File: src/rtl/lcd_frame_size_calc_if.sv
// Request/result bundle between the LCD ID/timing decode and the frame size calculator.
// The master drives resolution, pixel depth and start; the slave returns status and sizes.
interface lcd_frame_size_calc_if #(
    parameter int H_W    = 11,
    parameter int V_W    = 11,
    parameter int ADDR_W = 24,
    parameter int SEC_W  = 16
) ();
    logic [H_W-1:0]    h_pixel;
    logic [V_W-1:0]    v_pixel;
    logic [2:0]        pix_bytes;
    logic              calc_start;
    logic              calc_busy;
    logic              calc_done;
    logic              size_valid;
    logic              size_err;
    logic [ADDR_W-1:0] sdram_max_addr;
    logic [SEC_W-1:0]  sd_sec_num;

    modport master (
        output h_pixel, v_pixel, pix_bytes, calc_start,
        input  calc_busy, calc_done, size_valid, size_err, sdram_max_addr, sd_sec_num
    );

    modport slave (
        input  h_pixel, v_pixel, pix_bytes, calc_start,
        output calc_busy, calc_done, size_valid, size_err, sdram_max_addr, sd_sec_num
    );
endinterface

File: src/rtl/lcd_frame_size_calc.sv
// Frame size calculator: h*v pixels via a shift-add multiplier, then bytes and SD sectors
// (ceiling divide by the sector size plus guard sectors), with saturation and input checks.
module lcd_frame_size_calc #(
    parameter int H_W         = 11,
    parameter int V_W         = 11,
    parameter int ADDR_W      = 24,
    parameter int SEC_W       = 16,
    parameter int SEC_SHIFT   = 9,
    parameter int EXTRA_SEC   = 1,
    parameter int AUTO_RECALC = 1
) (
    input  logic                  clk,
    input  logic                  rst_n,
    lcd_frame_size_calc_if.slave  bus
);
    localparam int P_W   = H_W + V_W;
    localparam int B_W   = P_W + 3;
    localparam int CNT_W = $clog2(V_W) + 1;
    localparam logic [63:0] ADDR_MAX = (64'd1 << ADDR_W) - 64'd1;
    localparam logic [63:0] SEC_MAX  = (64'd1 << SEC_W) - 64'd1;

    typedef enum logic [2:0] {
        IDLE,
        MUL,
        BYTE,
        SEC,
        UPD
    } state_t;

    state_t             state_reg;
    logic [CNT_W-1:0]   cnt_reg;

    logic [H_W-1:0]     h_lat_reg;
    logic [V_W-1:0]     v_lat_reg;
    logic [2:0]         pb_lat_reg;

    logic [P_W-1:0]     mcand_reg;
    logic [V_W-1:0]     mplier_reg;
    logic [P_W-1:0]     acc_reg;

    logic [B_W-1:0]     bmcand_reg;
    logic [2:0]         bmul_reg;
    logic [B_W-1:0]     bacc_reg;

    logic [B_W:0]       sec_reg;

    logic               busy_reg;
    logic               done_reg;
    logic               valid_reg;
    logic               err_reg;
    logic [ADDR_W-1:0]  addr_reg;
    logic [SEC_W-1:0]   sec_out_reg;

    logic [P_W-1:0]     mul_sum;
    logic [B_W-1:0]     byte_sum;
    logic [B_W:0]       sec_calc;
    logic               inputs_changed;
    logic               start_req;
    logic               inputs_legal;
    logic               addr_sat;
    logic               sec_sat;

    assign mul_sum  = acc_reg + (mplier_reg[0] ? mcand_reg : '0);
    assign byte_sum = bacc_reg + (bmul_reg[0] ? bmcand_reg : '0);

    // Ceiling divide: any nonzero remainder below the sector boundary costs one more sector.
    assign sec_calc = (B_W+1)'(bacc_reg >> SEC_SHIFT)
                    + (B_W+1)'(|bacc_reg[SEC_SHIFT-1:0])
                    + (B_W+1)'(EXTRA_SEC);

    assign inputs_changed = {bus.h_pixel, bus.v_pixel, bus.pix_bytes}
                         != {h_lat_reg, v_lat_reg, pb_lat_reg};
    assign start_req      = bus.calc_start || ((AUTO_RECALC != 0) && inputs_changed);

    assign inputs_legal = (h_lat_reg != '0) && (v_lat_reg != '0)
                       && (pb_lat_reg != 3'd0) && (pb_lat_reg <= 3'd4);
    assign addr_sat     = 64'(acc_reg) > ADDR_MAX;
    assign sec_sat      = 64'(sec_reg) > SEC_MAX;

    always_ff @(posedge clk or negedge rst_n) begin
        if (!rst_n) begin
            state_reg   <= IDLE;
            cnt_reg     <= '0;
            h_lat_reg   <= '0;
            v_lat_reg   <= '0;
            pb_lat_reg  <= '0;
            mcand_reg   <= '0;
            mplier_reg  <= '0;
            acc_reg     <= '0;
            bmcand_reg  <= '0;
            bmul_reg    <= '0;
            bacc_reg    <= '0;
            sec_reg     <= '0;
            busy_reg    <= 1'b0;
            done_reg    <= 1'b0;
            valid_reg   <= 1'b0;
            err_reg     <= 1'b0;
            addr_reg    <= '0;
            sec_out_reg <= '0;
        end else begin
            done_reg <= 1'b0;
            case (state_reg)
                IDLE: begin
                    if (start_req) begin
                        h_lat_reg  <= bus.h_pixel;
                        v_lat_reg  <= bus.v_pixel;
                        pb_lat_reg <= bus.pix_bytes;
                        mcand_reg  <= P_W'(bus.h_pixel);
                        mplier_reg <= bus.v_pixel;
                        acc_reg    <= '0;
                        cnt_reg    <= '0;
                        busy_reg   <= 1'b1;
                        state_reg  <= MUL;
                    end
                end
                MUL: begin
                    acc_reg    <= mul_sum;
                    mcand_reg  <= mcand_reg << 1;
                    mplier_reg <= mplier_reg >> 1;
                    cnt_reg    <= cnt_reg + 1'b1;
                    if (cnt_reg == CNT_W'(V_W - 1)) begin
                        // Final partial product feeds the byte multiplier directly.
                        bmcand_reg <= B_W'(mul_sum);
                        bmul_reg   <= pb_lat_reg;
                        bacc_reg   <= '0;
                        cnt_reg    <= '0;
                        state_reg  <= BYTE;
                    end
                end
                BYTE: begin
                    bacc_reg   <= byte_sum;
                    bmcand_reg <= bmcand_reg << 1;
                    bmul_reg   <= bmul_reg >> 1;
                    cnt_reg    <= cnt_reg + 1'b1;
                    if (cnt_reg == CNT_W'(2)) begin
                        cnt_reg   <= '0;
                        state_reg <= SEC;
                    end
                end
                SEC: begin
                    sec_reg   <= sec_calc;
                    state_reg <= UPD;
                end
                UPD: begin
                    done_reg  <= 1'b1;
                    busy_reg  <= 1'b0;
                    valid_reg <= 1'b1;
                    if (!inputs_legal) begin
                        addr_reg    <= '0;
                        sec_out_reg <= '0;
                        err_reg     <= 1'b1;
                    end else begin
                        addr_reg    <= addr_sat ? '1 : ADDR_W'(acc_reg);
                        sec_out_reg <= sec_sat ? '1 : SEC_W'(sec_reg);
                        err_reg     <= addr_sat || sec_sat;
                    end
                    state_reg <= IDLE;
                end
                default: begin
                    state_reg <= IDLE;
                end
            endcase
        end
    end

    assign bus.calc_busy      = busy_reg;
    assign bus.calc_done      = done_reg;
    assign bus.size_valid     = valid_reg;
    assign bus.size_err       = err_reg;
    assign bus.sdram_max_addr = addr_reg;
    assign bus.sd_sec_num     = sec_out_reg;
endmodule
File: src/flat_wrapper.sv
// flat-port wrapper written by rule: the top's interface ports become plain ports
module lcd_frame_size_calc_flat 
#(
    parameter int H_W         = 11,
    parameter int V_W         = 11,
    parameter int ADDR_W      = 24,
    parameter int SEC_W       = 16,
    parameter int SEC_SHIFT   = 9,
    parameter int EXTRA_SEC   = 1,
    parameter int AUTO_RECALC = 1
)
  (clk, rst_n, bus_h_pixel, bus_v_pixel, bus_pix_bytes, bus_calc_start, bus_calc_busy, bus_calc_done, bus_size_valid, bus_size_err, bus_sdram_max_addr, bus_sd_sec_num);
  lcd_frame_size_calc_if #(.H_W(H_W), .V_W(V_W), .ADDR_W(ADDR_W), .SEC_W(SEC_W)) bus_i ();
  input  logic clk;
  input  logic rst_n;
  input wire logic [$bits(bus_i.h_pixel)-1:0] bus_h_pixel;
  input wire logic [$bits(bus_i.v_pixel)-1:0] bus_v_pixel;
  input wire logic [$bits(bus_i.pix_bytes)-1:0] bus_pix_bytes;
  input wire logic [$bits(bus_i.calc_start)-1:0] bus_calc_start;
  output wire logic [$bits(bus_i.calc_busy)-1:0] bus_calc_busy;
  output wire logic [$bits(bus_i.calc_done)-1:0] bus_calc_done;
  output wire logic [$bits(bus_i.size_valid)-1:0] bus_size_valid;
  output wire logic [$bits(bus_i.size_err)-1:0] bus_size_err;
  output wire logic [$bits(bus_i.sdram_max_addr)-1:0] bus_sdram_max_addr;
  output wire logic [$bits(bus_i.sd_sec_num)-1:0] bus_sd_sec_num;
  assign bus_i.h_pixel = bus_h_pixel;
  assign bus_i.v_pixel = bus_v_pixel;
  assign bus_i.pix_bytes = bus_pix_bytes;
  assign bus_i.calc_start = bus_calc_start;
  assign bus_calc_busy = bus_i.calc_busy;
  assign bus_calc_done = bus_i.calc_done;
  assign bus_size_valid = bus_i.size_valid;
  assign bus_size_err = bus_i.size_err;
  assign bus_sdram_max_addr = bus_i.sdram_max_addr;
  assign bus_sd_sec_num = bus_i.sd_sec_num;
  lcd_frame_size_calc #(.H_W(H_W), .V_W(V_W), .ADDR_W(ADDR_W), .SEC_W(SEC_W), .SEC_SHIFT(SEC_SHIFT), .EXTRA_SEC(EXTRA_SEC), .AUTO_RECALC(AUTO_RECALC)) u_core (.clk(clk), .rst_n(rst_n), .bus(bus_i));
endmodule
File: config.mk
export PLATFORM = sky130hd
export DESIGN_NAME = lcd_frame_size_calc_flat
export DESIGN_NICKNAME = d
export VERILOG_FILES = /design/src/rtl/lcd_frame_size_calc_if.sv /design/src/rtl/lcd_frame_size_calc.sv /design/src/flat_wrapper.sv
export SDC_FILE = /design/constraint.sdc
export NUM_CORES = 1
export LEC_CHECK = 0
export BUFFER_PORTS_ARGS = -buffer_cell sky130_fd_sc_hd__buf_2
export CAP_MARGIN = 20
export CELL_PAD_IN_SITES_DETAIL_PLACEMENT = 1
export CELL_PAD_IN_SITES_GLOBAL_PLACEMENT = 1
export CORE_MARGIN = 5
export CORE_UTILIZATION = 45
export CTS_CLUSTER_SIZE = 16
export DETAILED_ROUTE_END_ITERATION = 10
export PLACE_DENSITY_LB_ADDON = 0.1
export SLEW_MARGIN = 25
export SYNTH_ARGS = -nofsm -noshare
export SYNTH_HDL_FRONTEND = slang
export SYNTH_SLANG_ARGS = --single-unit
File: constraint.sdc
create_clock -name clk -period 3.5 [get_ports clk]
set_input_delay 0.875 -clock clk [delete_from_list [all_inputs] [get_ports clk]]
set_output_delay 0.875 -clock clk [all_outputs]
set_load 0.01 [all_outputs]
==> results of run 1 <==
-- metrics by stage --
| step | power [uW] | utilization (%) | cells | hold WS, ns | worst slack (ns) |
|---|---|---|---|---|---|
| floorplan | 6350 | - | 1269 | 0.440 | 0.734 |
| global placement | 7380 | 47.7 | 1610 | 0.443 | 0.363 |
| detailed placement | 7510 | 47.7 | 1610 | 0.451 | 0.283 |
| CTS | 10200 | 50.8 | 1655 | 0.376 | 0.274 |
| global route | 10800 | 50.9 | 1655 | 0.380 | 0.00250 |
| finish | 10000 | 50.9 | 1655 | 0.336 | 0.311 |
-- power by group through the flow --
stage	combinational, uW	sequential (uW)	clock [uW]
after global placement	3520	3860	0
after detailed placement	3620	3880	0
after global routing	4110	3960	2730
after floorplan	2790	3560	0
after CTS	3660	3850	2640
final	3630	3850	2570
-- area by class of cell --
class / instances / area share [%]
clock buffer: 34 / 5.31
clock inverter: 11 / 0.902
inverter: 22 / 0.627
multi-input combinational: 965 / 47.9
sequential: 201 / 38.2
tap: 335 / 3.18
timing repair buffer: 87 / 3.90
-- cell families (layout without fill, tap and decap cells) --
| logic type | count (synthesis) | count (layout) |
|---|---|---|
| AO/OA/AOI/OAI | 374 | 374 |
| flip-flops | 201 | 201 |
| AND/OR/NAND/NOR | 426 | 426 |
| buffers and inverters | 103 | 154 |
| adder cells (fa/ha/maj) | 52 | 52 |
| multiplexers | 34 | 34 |
| XOR/XNOR | 77 | 77 |
| other | 1 | 2 |
-- per-layer routing --
| metal | routed length (um) | share of wire, % |
|---|---|---|
| met1 | 15700 | 49 |
| met2 | 15000 | 47 |
| met3 | 957 | 3.0 |
| met4 | 542 | 1.7 |
| met5 | 0 | 0 |
-- path summary, 6_finish.rpt --
path | start | to | slack [ns] | cells past startpoint
max in group asynchronous | rst_n | u_core.bus.sdram_max_addr[3]$_DFFE_PN0P_ | 2.32 | 2
setup reg to reg | u_core.mplier_reg[0]$_DFFE_PN0P_ | u_core.acc_reg[16]$_DFFE_PN0P_ | 0.31 | 11
hold reg to reg | u_core.bus.size_valid$_DFFE_PN0P_ | u_core.bus.size_valid$_DFFE_PN0P_ | 0.46 | 1
hold / removal | rst_n | u_core.bacc_reg[23]$_DFFE_PN0P_ | 0.34 | 1
min in group clk | u_core.bus.size_valid$_DFFE_PN0P_ | u_core.bus.size_valid$_DFFE_PN0P_ | 0.46 | 1
setup / recovery | u_core.mplier_reg[0]$_DFFE_PN0P_ | u_core.acc_reg[16]$_DFFE_PN0P_ | 0.31 | 11
-- cell usage in the layout (no fill, tap or decap), types with 10 or more instances in the layout --
master,n
a21o_1,35
a21oi_1,37
a22o_1,26
a22oi_1,18
a31oi_1,10
and2_1,49
buf_2,68
buf_4,16
clkbuf_16,25
dfrtp_1,201
ha_1,50
inv_1,22
mux2_2,25
nand2_1,176
nand2b_1,13
nand3_1,32
nand4_1,13
nor2_1,50
nor3_1,24
o211ai_1,10
o21a_1,12
o21ai_0,137
o22ai_1,24
xnor2_1,41
xor2_1,36
-- synth_stat cells, types with 4 or more instances --
| cell type | instances | area (sq um) |
|---|---|---|
| o211ai_1 | 10 | 75.1 |
| o21a_1 | 12 | 90.1 |
| xor2_1 | 36 | 315 |
| buf_2 | 11 | 55.1 |
| nand3_1 | 32 | 160 |
| inv_1 | 22 | 82.6 |
| and3_1 | 5 | 31.3 |
| nand2b_1 | 13 | 81.3 |
| and2_1 | 49 | 307 |
| nor2b_1 | 10 | 62.6 |
| a22oi_1 | 18 | 135 |
| clkbuf_1 | 60 | 225 |
| o31ai_1 | 8 | 60.1 |
| nor4_1 | 9 | 56.3 |
| dfrtp_1 | 201 | 5030 |
| nor3_1 | 24 | 120 |
| or3_1 | 7 | 43.8 |
| a21oi_1 | 37 | 185 |
| mux2_2 | 25 | 282 |
| nor2_1 | 51 | 191 |
| a211oi_1 | 9 | 67.6 |
| o22ai_1 | 24 | 150 |
| a31oi_1 | 10 | 62.6 |
| nand4_1 | 13 | 81.3 |
| or2_2 | 4 | 25.0 |
| o21ai_0 | 137 | 686 |
| a21o_1 | 35 | 263 |
| buf_6 | 4 | 45.0 |
| xnor2_1 | 41 | 359 |
| ha_1 | 50 | 626 |
| mux2i_1 | 9 | 90.1 |
| a22o_1 | 26 | 228 |
| nand3b_1 | 5 | 37.5 |
| nand2_1 | 177 | 664 |
-- critical path: stages (launching register included) --
cell	delay (ns)
dfrtp_1	0.59
and2_1	0.25
ha_1	0.19
inv_1	0.07
fa_1	0.19
nor2b_1	0.06
o31a_1	0.29
o31ai_1	0.44
a311oi_2	0.27
a21oi_2	0.38
xor2_1	0.21
o22ai_1	0.09
==> out/summary.txt, run 1 <==
distinct cell type count after synthesis: 89
CTS tree: done
worst-margin pin slew: 1.02 ns
initial DRC count: 517
antenna viol nets, final: 0
die height: 172 um
# Max-Cap Violations: 0
status: finished clean
Lkg Pwr: 0.00608 uW
via count: 9531
# IOs: 72
FF+latch count, synth: 201
GPL Wtd Cong: 0.847
GR Overflow Total: 0
CTS Hold Bufs: 0
PwrDens: 763 nW/um^2
GR peak layer: met2
# port buffers: 69
Max Slew Vio Count: 0
Die X-Extent: 172 um
sw power: 3950 uW
mux cell area share after synthesis: 3.16%
vias in the first global route: 10.0k
diode count: 0
Critical Path RT: 3.87 ns
post-cts resize count: 0
root buffer cell: clkbuf_16
Comb pwr share: 36.1%
Final nets: 1382
synthesized cell area: 11800 sq um
DP Area: 12400 sq um
Async SR Flop Fraction: 100%
Ys Warns: 0
layout cell share with drive strength beyond 1: 14.1%
mean post-synth cell area: 9.29 sq um
initial antenna violation count: 0
Post-Syn Instances: 1268
Setup crit start kind: flip-flop
drt total wl: 32200 um
CTS buffer count: 25
fin crit share: 91.1%
Clock power frac: 25.5%
hpwl dp: 23000 um
RSZ-0062 raised after global routing: false
net switching share of the total power: 39.3%
minimum clock period: 3.19 ns
Flop pwr share: 38.3%
post-synthesis compound-gate area fraction: 21.0%
Routed WL per cell: 19.4 um
XOR/XNOR Fraction of Synth Area: 5.73%
Clock transition at path regs: 0.06 ns
Storage cell area: 5030 sq um
final setup fails: 0
Slew headroom: 32.1%
Max clock buf depth: 3
Avg Vias per Cell: 5.76
Adder-Cell Fraction of Synth Area: 5.65%
area of the multi-input gates: 6310 sq um
Hold/Removal Path Class: in2async
total global-route track usage: 22.0%
largest net degree at the start of global routing: 70
Post-CTS Setup Bufs: 0
Final Hold Fails: 0
Die Area: 29500 sq um
cell area after layout: 13200 sq um
Clk Latency, worst-skew pair: 0.52 ns
Worst EP arrival: 3.56 ns
H-tree depth: 1
Initial Util: 45.4%
fmax: 0.314 GHz
num rows: 59
Simple-Gate Fraction of Synth Area: 17.8%
Initial DRT Pass Iterations: 4
critical path endpoint category: flip-flop
Layout fillers: 3016
top_reg_cell synth: dfrtp_1
Core Area: 25900 sq um
clk_skew: 0.00892 ns
area grow syn2layout: 11.9%
first-pass GRT wire length: 53300 um
crit path kind: reg2reg
met1 global-route usage: 31.9%
EDFF count, synth: 0
Int Pwr: 6100 uW
met2 GRT Util: 35.9%
largest family of logic cells by synthesized area: compound AO/OA/AOI/OAI gates
Sink Count: 201
Max FO, Critical Path: 23
DRC viols: 0
VDD IR max: 497 uV
GR Util met3: 2.69%
Seq/Total Area, Yosys: 42.7%
Fin Setup TNS: 0 ns
Power figures use the tool's default switching activity.
==> run 2, diff against run 1 <==
Settings changed: CORE_UTILIZATION 45 to 48.
==> run 2 against run 1 <==
  * Global-route usage is 1.3 points higher
  * Non-clock buffer count did not move
  * Sequential power is essentially flat
  * Critical path depth did not move
  * Via count increased by 1.1%
  * Sequential cell count unchanged
  * Fmax is 1.1% higher
  * Combinational power about the same
  * Worst hold slack better by 0.023 ns
  * Largest cell class unchanged
  * Critical endpoint is now u_core.sec_reg[12]$_DFFE_PN0P_
  * Count of clock-buffer cells in the layout is the same
==> out/summary.txt, run 2 (same netlist as run 1, synthesis figures left out) <==
Layout fillers: 2808 (was 3016)
Die X-Extent: 167 um (was 172 um)
RSZ-0062 raised after global routing: false (unchanged)
final setup fails: 0 (unchanged)
Initial DRT Pass Iterations: 7 (was 4)
CTS tree: done (unchanged)
GR Overflow Total: 0 (unchanged)
crit path kind: reg2reg (unchanged)
via count: 9632 (was 9531)
CTS buffer count: 24 (was 25)
Fin Setup TNS: 0 ns (unchanged)
hpwl dp: 23200 um (was 23000 um)
Core Area: 24200 sq um (was 25900 sq um)
initial antenna violation count: 0 (unchanged)
Storage cell area: 5030 sq um (about the same)
Max FO, Critical Path: 9 (was 23)
critical path endpoint category: flip-flop (unchanged)
# Max-Cap Violations: 0 (unchanged)
Final nets: 1381 (was 1382)
PwrDens: 766 nW/um^2 (was 763 nW/um^2)
minimum clock period: 3.16 ns (was 3.19 ns)
largest net degree at the start of global routing: 81 (was 70)
cell area after layout: 13200 sq um (unchanged)
Critical Path RT: 3.89 ns (was 3.87 ns)
vias in the first global route: 10.2k (was 10.0k)
fmax: 0.317 GHz (was 0.314 GHz)
Clock transition at path regs: 0.06 ns (about the same)
Slew headroom: 34.6% (was 32.1%)
layout cell share with drive strength beyond 1: 14.0% (was 14.1%)
worst-margin pin slew: 0.979 ns (was 1.02 ns)
Final Hold Fails: 0 (unchanged)
total global-route track usage: 23.3% (was 22.0%)
non-filler cells, final: 1642 (was 1655)
diode count: 0 (unchanged)
first-pass GRT wire length: 54400 um (was 53300 um)
# IOs: 72 (unchanged)
root buffer cell: clkbuf_16 (unchanged)
initial DRC count: 620 (was 517)
Routed WL per cell: 19.9 um (was 19.4 um)
Die Area: 27800 sq um (was 29500 sq um)
Max clock buf depth: 3 (unchanged)
Lkg Pwr: 0.00609 uW (was 0.00608 uW)
drt total wl: 32700 um (was 32200 um)
status: finished clean (unchanged)
clk_skew: 0.0139 ns (was 0.00892 ns)
Initial Util: 48.6% (was 45.4%)
Max Slew Vio Count: 0 (unchanged)
area of the multi-input gates: 6310 sq um (about the same)
most common cell after layout, fill and taps aside: dfrtp_1 (unchanged)
antenna viol nets, final: 0 (unchanged)
DP Area: 12400 sq um (about the same)
Post-CTS Setup Bufs: 0 (unchanged)
Setup crit start kind: flip-flop (unchanged)
Avg Vias per Cell: 5.87 (was 5.76)
area grow syn2layout: 11.9% (unchanged)
Hold/Removal Path Class: in2async (unchanged)
Worst EP arrival: 3.54 ns (was 3.56 ns)
DRC viols: 0 (unchanged)
# port buffers: 69 (unchanged)
fin crit share: 90.2% (was 91.1%)
H-tree depth: 1 (unchanged)
CTS Hold Bufs: 0 (unchanged)
Placed Cells incl. Taps: 1599 (was 1610)
GPL Wtd Cong: 0.845 (was 0.847)
VDD IR max: 395 uV (was 497 uV)
num rows: 57 (was 59)
die height: 167 um (was 172 um)
most frequent cells in the layout: dfrtp_1, nand2_1, o21ai_0 (unchanged)
Clk Latency, worst-skew pair: 0.53 ns (was 0.52 ns)
Sink Count: 201 (unchanged)
-- run 2: layout make-up --
cell class                 count  area share [%]
clock buffer                  34            5.22
clock inverter                 9           0.997
inverter                      22           0.627
multi-input combinational    965            47.9
sequential                   201            38.2
tap                          324            3.08
timing repair buffer          87            4.00
-- run 2: worst paths after layout --
path	start	end	slack, ns	depth (start not counted)
max reg2reg	u_core.bacc_reg[2]$_DFFE_PN0P_	u_core.sec_reg[12]$_DFFE_PN0P_	0.34	11
max	u_core.bacc_reg[2]$_DFFE_PN0P_	u_core.sec_reg[12]$_DFFE_PN0P_	0.34	11
min reg2reg	u_core.bus.size_valid$_DFFE_PN0P_	u_core.bus.size_valid$_DFFE_PN0P_	0.46	1
max in group asynchronous	rst_n	u_core.bmcand_reg[2]$_DFFE_PN0P_	2.19	2
min in group clk	u_core.bus.size_valid$_DFFE_PN0P_	u_core.bus.size_valid$_DFFE_PN0P_	0.46	1
min	rst_n	u_core.bacc_reg[12]$_DFFE_PN0P_	0.36	1
-- run 2: worst max-delay path: stages, from the launching register on --
cell     delay [ns]
dfrtp_1        0.40
nor4_1         0.34
nand3_1        0.13
ha_1           0.25
ha_1           0.32
and4_1         0.29
or4_1          0.50
o211a_1        0.16
nor3_2         0.23
nand3_1        0.14
xnor2_1        0.16
o21ai_0        0.08
-- run 2: where the power goes --
part	leakage (uW)	total [uW]	switching, uW	internal, uW
combinational	0.00319	3650	2160	1490
sequential	0.00249	3850	795	3060
clock	0.000406	2590	1010	1590
-- run 2: per-stage QoR --
step	setup WS [ns]	utilization (%)	hold slack, ns	power, uW
after floorplan	0.734	-	0.440	6350
after global placement	0.350	50.9	0.444	7370
after detailed placement	0.262	50.9	0.456	7510
after CTS	0.251	54.3	0.411	10200
after global routing	0.113	54.3	0.409	10800
final	0.344	54.3	0.359	10100
-- run 2: per-layer routing --
metal,wire length [um],part of all wire (%),track usage (%)
met5,0,0,0
met4,707,2.2,5.55
met3,1020,3.1,2.99
met2,15500,47,38.1
met1,15500,47,33.2
-- run 2: timing repair --
action                                  in CTS  in global routing
endpoints found under the setup margin       0                  2
hold endpoints to repair                     0                  0
gates resized for setup                      0                  1
